--- config.mk ---
export PLATFORM = sky130hd
export DESIGN_NAME = apb_master_bridge
export DESIGN_NICKNAME = d
export VERILOG_FILES = /design/src/rtl/apb_master_bridge.sv
export SDC_FILE = /design/constraint.sdc
export NUM_CORES = 1
export LEC_CHECK = 0
export BUFFER_PORTS_ARGS = -buffer_cell sky130_fd_sc_hd__buf_2
export CORE_ASPECT_RATIO = 1.1
export CORE_MARGIN = 3
export CORE_UTILIZATION = 50
export CTS_CLUSTER_SIZE = 12
export DETAILED_ROUTE_END_ITERATION = 7
export PLACE_DENSITY = 0.86
export SETUP_SLACK_MARGIN = 0.05
export SYNTH_ARGS = -nofsm -noshare
export SYNTH_HDL_FRONTEND = slang
export SYNTH_SLANG_ARGS = --single-unit
--- constraint.sdc ---
create_clock -name clk -period 2.2 [get_ports clk]
set_input_delay 0.11 -clock clk [delete_from_list [all_inputs] [get_ports clk]]
set_output_delay 0.11 -clock clk [all_outputs]
set_load 0.01 [all_outputs]
--- src/rtl/apb_master_bridge.sv ---
// rtl/apb_master_bridge.sv - valid/ready command stream to single AMBA 3 APB transfers
//
// Ports:
//   clk, rst_n                      clock, asynchronous active-low reset
//   cmd_valid/cmd_ready             command handshake; cmd_write/cmd_addr/cmd_wdata sampled on it
//   rsp_valid/rsp_ready             response handshake; rsp_rdata/rsp_err held while rsp_valid
//   busy                            high whenever the bridge is not IDLE
//   PSEL/PENABLE/PWRITE/PADDR/PWDATA  registered APB initiator outputs
//   PRDATA/PREADY/PSLVERR           APB completer inputs, sampled only in ACCESS with PREADY
//
// Optional: define APB_MASTER_TIMEOUT_EN to abort a transfer after TIMEOUT_CYCLES
// ACCESS cycles with PREADY low (response rsp_err=1, rsp_rdata=0).
module apb_master_bridge #(
    parameter int APB_AW         = 32,
    parameter int APB_DW         = 32,
    parameter int TIMEOUT_CYCLES = 255
) (
    input  logic              clk,
    input  logic              rst_n,
    input  logic              cmd_valid,
    output logic              cmd_ready,
    input  logic              cmd_write,
    input  logic [APB_AW-1:0] cmd_addr,
    input  logic [APB_DW-1:0] cmd_wdata,
    output logic              rsp_valid,
    input  logic              rsp_ready,
    output logic [APB_DW-1:0] rsp_rdata,
    output logic              rsp_err,
    output logic              busy,
    output logic              PSEL,
    output logic              PENABLE,
    output logic              PWRITE,
    output logic [APB_AW-1:0] PADDR,
    output logic [APB_DW-1:0] PWDATA,
    input  logic [APB_DW-1:0] PRDATA,
    input  logic              PREADY,
    input  logic              PSLVERR
);

    typedef enum logic [1:0] {
        S_IDLE   = 2'd0,
        S_SETUP  = 2'd1,
        S_ACCESS = 2'd2,
        S_RESP   = 2'd3
    } state_t;

    state_t state;
    state_t state_nxt;
    logic   cmd_fire;
    logic   access_done;
    logic   access_abort;

    assign cmd_fire    = cmd_valid && cmd_ready;
    assign access_done = (state == S_ACCESS) && PREADY;

`ifdef APB_MASTER_TIMEOUT_EN
    localparam int CW = (TIMEOUT_CYCLES > 0) ? $clog2(TIMEOUT_CYCLES + 1) : 1;
    // Abort fires on the TIMEOUT_CYCLES-th wait cycle, i.e. as the count reaches TIMEOUT_CYCLES.
    localparam logic [CW-1:0] WAIT_LAST = CW'(TIMEOUT_CYCLES - 1);

    logic [CW-1:0] wait_cnt;

    // Cleared in SETUP so it starts at zero on the first ACCESS cycle.
    always_ff @(posedge clk or negedge rst_n) begin
        if (!rst_n) begin
            wait_cnt <= '0;
        end else if (state == S_SETUP) begin
            wait_cnt <= '0;
        end else if ((state == S_ACCESS) && !PREADY) begin
            wait_cnt <= wait_cnt + CW'(1);
        end
    end

    // PREADY in the same cycle wins over the abort.
    assign access_abort = (state == S_ACCESS) && !PREADY && (wait_cnt == WAIT_LAST);
`else
    // Constant false: ACCESS waits for PREADY indefinitely.
    assign access_abort = (TIMEOUT_CYCLES < 0);
`endif

    // State register
    always_ff @(posedge clk or negedge rst_n) begin
        if (!rst_n) begin
            state <= S_IDLE;
        end else begin
            state <= state_nxt;
        end
    end

    // Next-state logic
    always_comb begin
        state_nxt = state;
        case (state)
            S_IDLE:   if (cmd_valid)               state_nxt = S_SETUP;
            S_SETUP:                               state_nxt = S_ACCESS;
            S_ACCESS: if (PREADY || access_abort)  state_nxt = S_RESP;
            S_RESP:   if (rsp_ready)               state_nxt = S_IDLE;
            default:                               state_nxt = S_IDLE;
        endcase
    end

    // Stream-side outputs decoded from state; cmd_ready is held low while in reset.
    always_comb begin
        cmd_ready = (state == S_IDLE) && rst_n;
        rsp_valid = (state == S_RESP);
        busy      = (state != S_IDLE);
    end

    // APB control registered from the next state so PSEL/PENABLE line up with SETUP/ACCESS.
    always_ff @(posedge clk or negedge rst_n) begin
        if (!rst_n) begin
            PSEL    <= 1'b0;
            PENABLE <= 1'b0;
        end else begin
            PSEL    <= (state_nxt == S_SETUP) || (state_nxt == S_ACCESS);
            PENABLE <= (state_nxt == S_ACCESS);
        end
    end

    // Transfer attributes change only on command acceptance.
    always_ff @(posedge clk or negedge rst_n) begin
        if (!rst_n) begin
            PWRITE <= 1'b0;
            PADDR  <= '0;
            PWDATA <= '0;
        end else if (cmd_fire) begin
            PWRITE <= cmd_write;
            PADDR  <= cmd_addr;
            PWDATA <= cmd_wdata;
        end
    end

    // Response captured once at completion and held through RESP.
    always_ff @(posedge clk or negedge rst_n) begin
        if (!rst_n) begin
            rsp_err   <= 1'b0;
            rsp_rdata <= '0;
        end else if (access_abort) begin
            rsp_err   <= 1'b1;
            rsp_rdata <= '0;
        end else if (access_done) begin
            rsp_err   <= PSLVERR;
            rsp_rdata <= PWRITE ? '0 : PRDATA;
        end
    end

endmodule
==> results of run 1 <==
## metal layers
metal	up-vias	part of all wire (%)	GRT usage (%)
li1	1571	-	-
met1	1672	36	29.6
met2	163	53	49.6
met3	39	7.2	7.29
met5	-	0	0
met4	0	3.0	9.67
## worst min-delay path: stages
cell      delay [ns]
buf_2           0.09
nand2b_1        0.05
o21ai_0         0.07
## cells in the mapped netlist
master      n
clkbuf_1    5
nand3b_1    1
nand2_1    34
inv_1       2
buf_4       1
mux2_2     16
buf_1       1
and2b_1     1
buf_2       4
buf_12      6
ha_1        1
and2_1      3
nor2b_1     1
nand2b_1   32
nor2_2      1
and3_4      1
o21ai_0    33
a21oi_1     1
mux2_4     50
dfrtp_1   102
## where the power goes
part           internal (mW)  switching (mW)
Clock                  0.578           0.679
Sequential              2.76           0.608
Combinational           1.81            1.57
## cell families (layout without fill, tap and decap cells)
kind of cell | after synthesis | in the layout | synth area share [%]
AOI/OAI and AO/OA | 34 | 34 | 4.02
DFF | 102 | 102 | 60.4
muxes | 66 | 66 | 22.0
buffers and inverters | 19 | 317 | 4.20
and+or+nand+nor | 74 | 74 | 9.11
adders and majority gates | 1 | 1 | 0.296
## layout make-up
class	count	share of cell area (%)
clock inverter	6	1.18
sequential	102	40.0
multi-input combinational	175	23.5
inverter	2	0.118
timing repair buffer	299	31.0
clock buffer	10	2.16
tap	108	2.12
## through the flow
stage               hold WS [ns]  cells  setup slack [ns]  total power, mW
global route             0.00370    702             0.319             8.49
detailed placement         0.233    599             0.384             6.51
global placement           0.228    599             0.475             6.34
finish                   0.00704    702             0.371             8.01
floorplan                 -0.186    296             0.741             5.17
CTS                     0.000858    702             0.379             7.89
## how the worst max path moves through the flow
stage,from,to,slack [ns],cells past startpoint
after floorplan,state[1],PADDR[0],0.74,5
after global placement,state[1],PWDATA[5],0.47,4
after detailed placement,state[1],PWDATA[3],0.38,4
after CTS,state[1],PWDATA[3],0.38,4
after global routing,state[1],PWDATA[3],0.32,4
final,state[1],PWDATA[1],0.37,4
## sequential cells by signal, indices dropped and copies added, names as in the netlist
signal and count:
PADDR 32, PENABLE 1, PSEL 1, PWDATA 32, PWRITE 1, rsp_err 1
rsp_rdata 32, state 2
## what timing repair did
| action | CTS | global route |
|---|---|---|
| setup buffers | 0 | 0 |
| hold endpoints to repair | 128 | 0 |
| hold buffers | 87 | 0 |
==> flow_summary.toml, run 1 <==
[status]
status = "completed"

[grt]
antenna_found_initial = 0
first_global_vias = 3749
grt_pass1_wl_um = 19700
grt_remaining_overflow = 0
grt_max_degree = 61
gr-usage-all-layers_pct = 26.9

[layout]
final_nets = 693
fill_cells = 470
drive_above_1_share_pct = 49.8
multi_input_area_um2 = 1500
area_growth_pct = 50.9
most-common-layout-cells = "buf_2 (204), dfrtp_1 (102), dlygate4sd3_1 (87)"
final_cell_area_um2 = 6380
final_common_cell = "buf_2"
seqCellArea_um2 = 2550
fin_util_pct = 79.0
antenna_cells = 0

[setup_path]
rr_worst_depth = 4
crit_type = "reg -> reg"
crit_buf_inv = 1
critPathCaptureType = "register"
cp_data_required_time_ns = 2.44
arrival_ns = 2.07
crit_path_max_incr_delay_ns = 0.43
slowest_stage = "and3_4"
reg2reg_slack_ns = 0.37
crit_chain = "nor2_2, and3_4, buf_12, mux2_2"
path_max_fanout = 24
path_delay_family = "simple AND/OR/NAND/NOR gates"
crit-reg2reg-capture = "PWDATA[1]"
r2r_start = "state[1]"
start_kind = "register"

[clock_network]
ctsResizeCount = 0
cts-root-buf = "clkbuf_8"
cts_buffers = 9
cts_tree = "yes"
cts.clk_slew.worst_paths_ns = 0.11
cts.path.max_buffers = 2
h-tree-depth = 3
insertion_delay_ns = 0.36
clkSinkCount = 102

[sta]
min_period_ns = 1.83
maxSlewHeadroom_pct = 48.0
fin_setup_tns_ns = 0
final_min_period_over_clock_period_pct = 83.1
grt_setup_unrepaired = "false"
worst_slew_pin_slew_ns = 0.780
fmax_mhz = 547
slew_violations = 0
fin_worst_skew_ns = 0.0107
hold_viol = 0
setup_viol = 0

[synthesis]
synth_area_leader_cell = "dfrtp_1"
synth_top_area_share_pct = 60.4
yosysSeqAreaShare_pct = 60.4
synth_nets = 400
yosys_warnings = 0
synthTopCellsByArea = "dfrtp_1 (60%), mux2_4 (18%), nand2b_1 (4.7%)"
syn-instance-count = 296
synth.avg_cell_area_um2 = 14.3
synth_cell_type_count = 20
netlist_area_um2 = 4230
yosys_register_bits = 102

[detailed_routing]
wire_per_inst_um = 17.9
wirelength_um = 12600
antenna_left = 0
dr.pass1.iters = 6
viasPerCell = 4.91
drc = 0
num_vias = 3445
first_iter_violations = 108

[power]
peakVddDrop_mv = 0.650
p_leak_nw = 3.25
p_per_area_nw_per_um2 = 1260

[floorplan]
rows = 34
dieArea_um2 = 9600
die_h_um = 102
core_area_um2 = 8080
die_x_um = 93.7
start_util_pct = 52.3
ioPinCount = 206

[placement]
portBuffers = 205
dpl.hpwl_um = 7500
gp_congestion = 0.716
placed_area_um2 = 5300

[min_path]
hold_class = "in -> reg"
hp-start = "PRDATA[1]"
min_to = "rsp_rdata[1]"
hold_depth = 3

[run]
cap_violations = 0
(Power assumes the default switching activity.)
==> run 2: changes to the inputs <==
--- a/config.mk
+++ b/config.mk
@@ -5,13 +5,14 @@
 export SDC_FILE = /design/constraint.sdc
 export NUM_CORES = 1
 export LEC_CHECK = 0
+export ABC_AREA = 1
 export BUFFER_PORTS_ARGS = -buffer_cell sky130_fd_sc_hd__buf_2
 export CORE_ASPECT_RATIO = 1.1
 export CORE_MARGIN = 3
-export CORE_UTILIZATION = 50
+export CORE_UTILIZATION = 41
 export CTS_CLUSTER_SIZE = 12
 export DETAILED_ROUTE_END_ITERATION = 7
-export PLACE_DENSITY = 0.86
+export PLACE_DENSITY = 0.76
 export SETUP_SLACK_MARGIN = 0.05
 export SYNTH_ARGS = -nofsm -noshare
 export SYNTH_HDL_FRONTEND = slang
==> constraint.sdc (replaced) <==
create_clock -name clk -period 1.53 [get_ports clk]
set_input_delay 0.0765 -clock clk [delete_from_list [all_inputs] [get_ports clk]]
set_output_delay 0.0765 -clock clk [all_outputs]
set_load 0.01 [all_outputs]
==> run 2 against run 1 <==
  * Worst hold slack improved by 0.017 ns
  * Design area grew 1.8%
  * Non-clock buffer count is 17 higher
  * Clock-buffer cell count increased by 3
  * Synthesized cell count is 53% higher
  * Global-route usage decreased by 3.4 points
  * Wire length grew 6.1%
  * Critical path type is now in -> out
  * Critical endpoint is now cmd_ready
  * Largest cell class unchanged
  * Highest routed layer unchanged
==> flow_summary.toml, run 2 <==
[synthesis]
yosys_register_bits = 102
synth_common_cells = "nand2_1 (200), dfrtp_1 (102), nand4_1 (65), o21ai_0 (33), clkbuf_1 (17)"
netlist_area_um2 = 4140
synthTopCellsByArea = "dfrtp_1 (62%), nand2_1 (18%), nand4_1 (9.8%)"
yosys.cell_count.top_type = "nand2_1"
synth_edf_count = 0
synth_top_area_share_pct = 61.7
synth.avg_cell_area_um2 = 9.12
syn-instance-count = 454
synth-async-reset-ratio_pct = 100
synth_cell_type_count = 15
yosysSeqAreaShare_pct = 61.7
synth_nets = 558
yosys_most_used_dff = "dfrtp_1"
synth_area_leader_cell = "dfrtp_1"
yosys_warnings = 0

[floorplan]
ioPinCount = 206
die_h_um = 111
die_x_um = 102
core_area_um2 = 9580
start_util_pct = 43.2
rows = 37
dieArea_um2 = 11300

[sta]
hold_viol = 0
setup_slack_ns = 0.182
fin_worst_skew_ns = 0.00685
fin_setup_tns_ns = 0
setup_viol = 0
worst_slew_pin_slew_ns = 0.389
min_period_ns = 1.35
maxSlewHeadroom_pct = 74.1
slew_violations = 0
final_min_period_over_clock_period_pct = 88.1
grt_setup_unrepaired = "false"
fmax_mhz = 742

[grt]
grt_remaining_overflow = 0
antenna_found_initial = 0
first_global_vias = 4499
grt_max_degree = 68
gr-usage-all-layers_pct = 23.5
grt_pass1_wl_um = 21300

[layout]
fin_util_pct = 67.8
fill_cells = 711
antenna_cells = 0
seqCellArea_um2 = 2550
final_cell_area_um2 = 6500
drive_above_1_share_pct = 31.8
top_regs = "PADDR: 32 flops, PWDATA: 32 flops, rsp_rdata: 32 flops"
final_common_cell = "buf_2"
most-common-layout-cells = "buf_2 (204), nand2_1 (200), dfrtp_1 (102)"
multi_input_area_um2 = 1390
area_growth_pct = 57.0
final_nets = 847

[power]
swShare_pct = 38.6
p_leak_nw = 3.57
peakVddDrop_mv = 0.909
power_frac_comb_pct = 41.1
netSwitchingPower_mw = 4.35
p_per_area_nw_per_um2 = 1730
p_clk_share_pct = 17.1
power_frac_seq_pct = 41.8
p_int_mw = 6.92

[placement]
placed_area_um2 = 5280
dpl.hpwl_um = 8160
pre_cts_ws_ns = 0.211
gp_congestion = 0.766
portBuffers = 205

[run]
cap_violations = 0

[setup_path]
crit_path_max_incr_delay_ns = 0.55
crit_chain = "dlygate4sd3_1, buf_6, inv_1, nor2_2, buf_2"
path_max_fanout = 22
slowest_stage = "dlygate4sd3_1"
crit_type = "in -> out"
critPathCaptureType = "primary output"
cp_data_required_time_ns = 1.45
arrival_ns = 1.27
start_kind = "input port"

[clock_network]
clkSinkCount = 102
cts.path.max_buffers = 2
cts_tree = "yes"
cts-root-buf = "clkbuf_8"
h-tree-depth = 3
insertion_delay_ns = 0.36
cts_buffers = 9
cts.clk_slew.worst_paths_ns = 0.09

[detailed_routing]
drc = 0
num_vias = 4339
dr.pass1.iters = 4
viasPerCell = 5.02
first_iter_violations = 248
wirelength_um = 13400
antenna_left = 0
wire_per_inst_um = 15.5

[status]
status = "completed"

[min_path]
hold_class = "in -> reg"
==> run 2: cell count changes after synthesis, sizes merged, moves of 2 or more <==
cell / previous run / this run
nand2b: 32 / 0
nor2: 1 / 4
clkbuf: 5 / 17
mux2: 66 / 0
inv: 2 / 8
buf: 12 / 21
nand4: 0 / 65
nand3: 0 / 2
nand2: 34 / 200
and2: 3 / 0
==> run 2: kinds of logic after synthesis <==
logic type / after synthesis / synth area share, %
adder cells (fa/ha/maj): 1 / 0.302
buffers and inverters: 46 / 5.23
AO/OA/AOI/OAI: 34 / 4.17
AND/OR/NAND/NOR: 271 / 28.6
flip-flops: 102 / 61.7
==> run 2: worst max-delay path, delay by kind of cell <==
| family | cells | cell delay [ns] |
|---|---|---|
| buffers and inverters | 4 | 1.04 |
| AND/OR/NAND/NOR | 1 | 0.15 |
==> run 2: final cells by class <==
cell class	count	share of cell area, %
sequential	102	39.3
timing repair buffer	316	33.1
multi-input combinational	306	21.3
clock buffer	13	2.60
tap	117	2.25
clock inverter	3	1.00
inverter	8	0.462
==> run 2: routing by layer <==
metal / track usage [%] / up-vias / routed length (um)
li1: - / 2083 / -
met1: 27.8 / 1994 / 5290
met2: 39.9 / 221 / 6570
met3: 5.14 / 41 / 1040
met4: 11.3 / 0 / 469
met5: 0 / - / 0
==> run 2: per-stage QoR <==
step,power [mW],hold WS (ns),std cells
2_1_floorplan,7.02,-0.219,454
3_3_place_gp,8.94,-0.0726,751
3_5_place_dp,9.13,-0.0721,751
4_1_cts,11.3,0.00375,865
5_1_grt,12.1,0.0144,865
6_report,11.3,0.0239,865
==> run 2: power by group through the flow <==
stage,Clock [mW],Combinational [mW],Sequential [mW]
detailed placement,0,4.42,4.71
global route,2.09,5.18,4.85
CTS,2.00,4.62,4.68
global placement,0,4.27,4.67
finish,1.93,4.63,4.71
floorplan,0,1.74,5.28
==> run 2: repair_timing <==
| item | CTS | global route |
|---|---|---|
| pin swaps | 1 | 0 |
| hold buffers | 97 | 0 |
| hold endpoints to repair | 162 | 0 |
| cloned | 0 | 0 |
| setup buffers | 1 | 0 |
| endpoints found under the setup margin | 1 | 2 |
| resized for setup | 0 | 2 |
==> run 2: worst paths after layout <==
check / start / end / slack (ns) / depth (start not counted)
hold reg to reg: PADDR[21] / PADDR[21] / 0.47 / 2
hold / removal: PRDATA[11] / rsp_rdata[11] / 0.02 / 3
setup / recovery: rst_n / cmd_ready / 0.18 / 5
setup reg to reg: state[1] / PADDR[25] / 0.21 / 6
max in group asynchronous: rst_n / rsp_rdata[5] / 0.43 / 4
min in group asynchronous: rst_n / PADDR[6] / 0.13 / 2
==> run 3: changes to the inputs <==
--- a/config.mk
+++ b/config.mk
@@ -13,6 +13,7 @@
 export CTS_CLUSTER_SIZE = 12
 export DETAILED_ROUTE_END_ITERATION = 7
 export PLACE_DENSITY = 0.76
+export REMOVE_ABC_BUFFERS = 1
 export SETUP_SLACK_MARGIN = 0.05
 export SYNTH_ARGS = -nofsm -noshare
 export SYNTH_HDL_FRONTEND = slang
==> run 3 against run 2 <==
  * Largest cell class unchanged
  * Sequential cell count unchanged
  * Sequential share of layout area rose by 0.076 points
  * Via count rose by 2.5%
  * Clock skew fell by 0.0028 ns
  * Global-route usage is 1.7 points higher
  * Die area unchanged
  * Critical path depth rose by 1
  * First-iteration DRC count down 7.7%
  * Worst hold slack improved by 0.018 ns
  * Cell count down 0.23%
  * Worst setup slack worse by 0.060 ns
==> flow_summary.toml, run 3 (synthesized netlist as in run 2, its figures left out) <==
[placement]
portBuffers = 205
placed_area_um2 = 5290
gp_congestion = 0.813
dpl.hpwl_um = 8290
dpl.cell_count = 750

[layout]
antenna_cells = 0
area_growth_pct = 56.7
most-common-layout-cells = "buf_2 (204), nand2_1 (200), dfrtp_1 (102)"
final_cell_area_um2 = 6490
drive_above_1_share_pct = 31.8
final_common_cell = "buf_2"
top_regs = "PADDR: 32 flops, PWDATA: 32 flops, rsp_rdata: 32 flops"
final_nets = 847
fin_util_pct = 67.7
finalNonFillerCells = 863

[setup_path]
critPathCaptureType = "primary output"
crit_buf_inv = 5
path_delay_family = "buffers and inverters"
crit-reg2reg-capture = "PADDR[1]"
start_kind = "input port"
reg2reg_slack_ns = 0.21
rr_worst_depth = 6
r2r_start = "state[0]"
crit_chain = "dlygate4sd3_1, buf_12, buf_12, inv_1, nor2_1, buf_2"
cp_common_cell = "buf_12"
crit_path_max_incr_delay_ns = 0.61
crit_type = "in -> out"
path_max_fanout = 22
cp_data_required_time_ns = 1.45
slowest_stage = "dlygate4sd3_1"
arrival_ns = 1.33

[clock_network]
cts.clk_slew.worst_paths_ns = 0.09
cts-root-buf = "clkbuf_8"
insertion_delay_ns = 0.35
cts.path.max_buffers = 2
cts_tree = "yes"
clkSinkCount = 102
h-tree-depth = 3
cts_buffers = 9

[grt]
grt_max_degree = 78
first_global_vias = 4657
antenna_found_initial = 0
grt_remaining_overflow = 0
gr-usage-all-layers_pct = 25.2
grt_pass1_wl_um = 22900

[status]
status = "completed"

[power]
p_per_area_nw_per_um2 = 1710
p_leak_nw = 3.56
peakVddDrop_mv = 1.08

[sta]
fmax_mhz = 710
maxSlewHeadroom_pct = 77.0
worst_slew_pin_slew_ns = 0.345
min_period_ns = 1.41
final_min_period_over_clock_period_pct = 92.0
hold_viol = 0
fin_setup_tns_ns = 0
fin_worst_skew_ns = 0.00407
setup_viol = 0
slew_violations = 0
grt_setup_unrepaired = "false"

[floorplan]
die_x_um = 102
start_util_pct = 43.2
dieArea_um2 = 11300
die_h_um = 111
ioPinCount = 206
core_area_um2 = 9580
rows = 37

[detailed_routing]
drc = 0
first_iter_violations = 229
num_vias = 4446
viasPerCell = 5.15
dr.pass1.iters = 5
wire_per_inst_um = 16.4
antenna_left = 0
wirelength_um = 14100

[run]
cap_violations = 0

[min_path]
hold_class = "in -> reg"
hold_depth = 3
min_to = "rsp_rdata[9]"
hp-start = "PRDATA[9]"
==> run 3: cell types whose count changed in the layout (fill, tap and decap cells not counted) <==
cell / before / now
buf_6: 2 / 0
bufinv_16: 2 / 1
clkinv_2: 1 / 0
clkbuf_1: 1 / 0
dlygate4sd3_1: 97 / 96
nor2_1: 2 / 3
buf_12: 3 / 6
clkinvlp_4: 0 / 2
clkbuf_8: 12 / 11
nor2_2: 1 / 0
==> run 3: per-layer routing <==
layer	part of all wire, %	wire length (um)	up-vias	global-route usage, %
met2	48	6840	250	40.8
met4	2.9	404	0	10.7
met5	0	0	-	0
li1	-	-	2075	-
met1	39	5490	2082	31.2
met3	9.9	1390	39	7.21
==> run 3: worst max path at each step <==
stage | slack [ns] | to | start | cells after the start
floorplan | -2.19 | PADDR[0] | state[1] | 4
global placement | 0.31 | PADDR[9] | state[1] | 4
detailed placement | 0.25 | PWDATA[20] | state[1] | 4
CTS | 0.1 | cmd_ready | state[1] | 4
global route | 0.05 | cmd_ready | rst_n | 6
finish | 0.12 | cmd_ready | rst_n | 6
==> run 3: worst min-delay path: stages <==
cell and delay, ns:
buf_2 0.09, nand2_1 0.08, o21ai_0 0.10
==> run 3: power by group <==
group | switching (mW) | internal (mW) | total, mW
Combinational | 2.79 | 1.88 | 4.66
Sequential | 0.776 | 3.98 | 4.76
Clock | 0.874 | 0.829 | 1.70
==> run 3: through the flow <==
step | hold WS, ns | setup slack [ns] | total power [mW]
2_1_floorplan | -0.219 | -2.19 | 6.83
3_3_place_gp | -0.0591 | 0.307 | 8.91
3_5_place_dp | -0.0570 | 0.252 | 9.09
4_1_cts | 0.00393 | 0.0995 | 11.0
5_1_grt | 0.0430 | 0.0503 | 12.0
6_report | 0.0418 | 0.122 | 11.1
==> run 3: timing repair <==
action	in CTS	in global routing
setup buffers	0	2
setup endpoints to repair	0	1
gates resized for setup	0	2
hold buffers	97	0
hold endpoints to repair	195	0
==> run 3: area by class of cell <==
| type | count | area, um2 |
|---|---|---|
| Fill cell | 682 | 3100 |
| Sequential cell | 102 | 2550 |
| Timing Repair Buffer | 316 | 2180 |
| Multi-Input combinational cell | 306 | 1390 |
| Clock buffer | 11 | 151 |
| Tap cell | 117 | 146 |
| Clock inverter | 3 | 45.0 |
| Inverter | 8 | 30.0 |
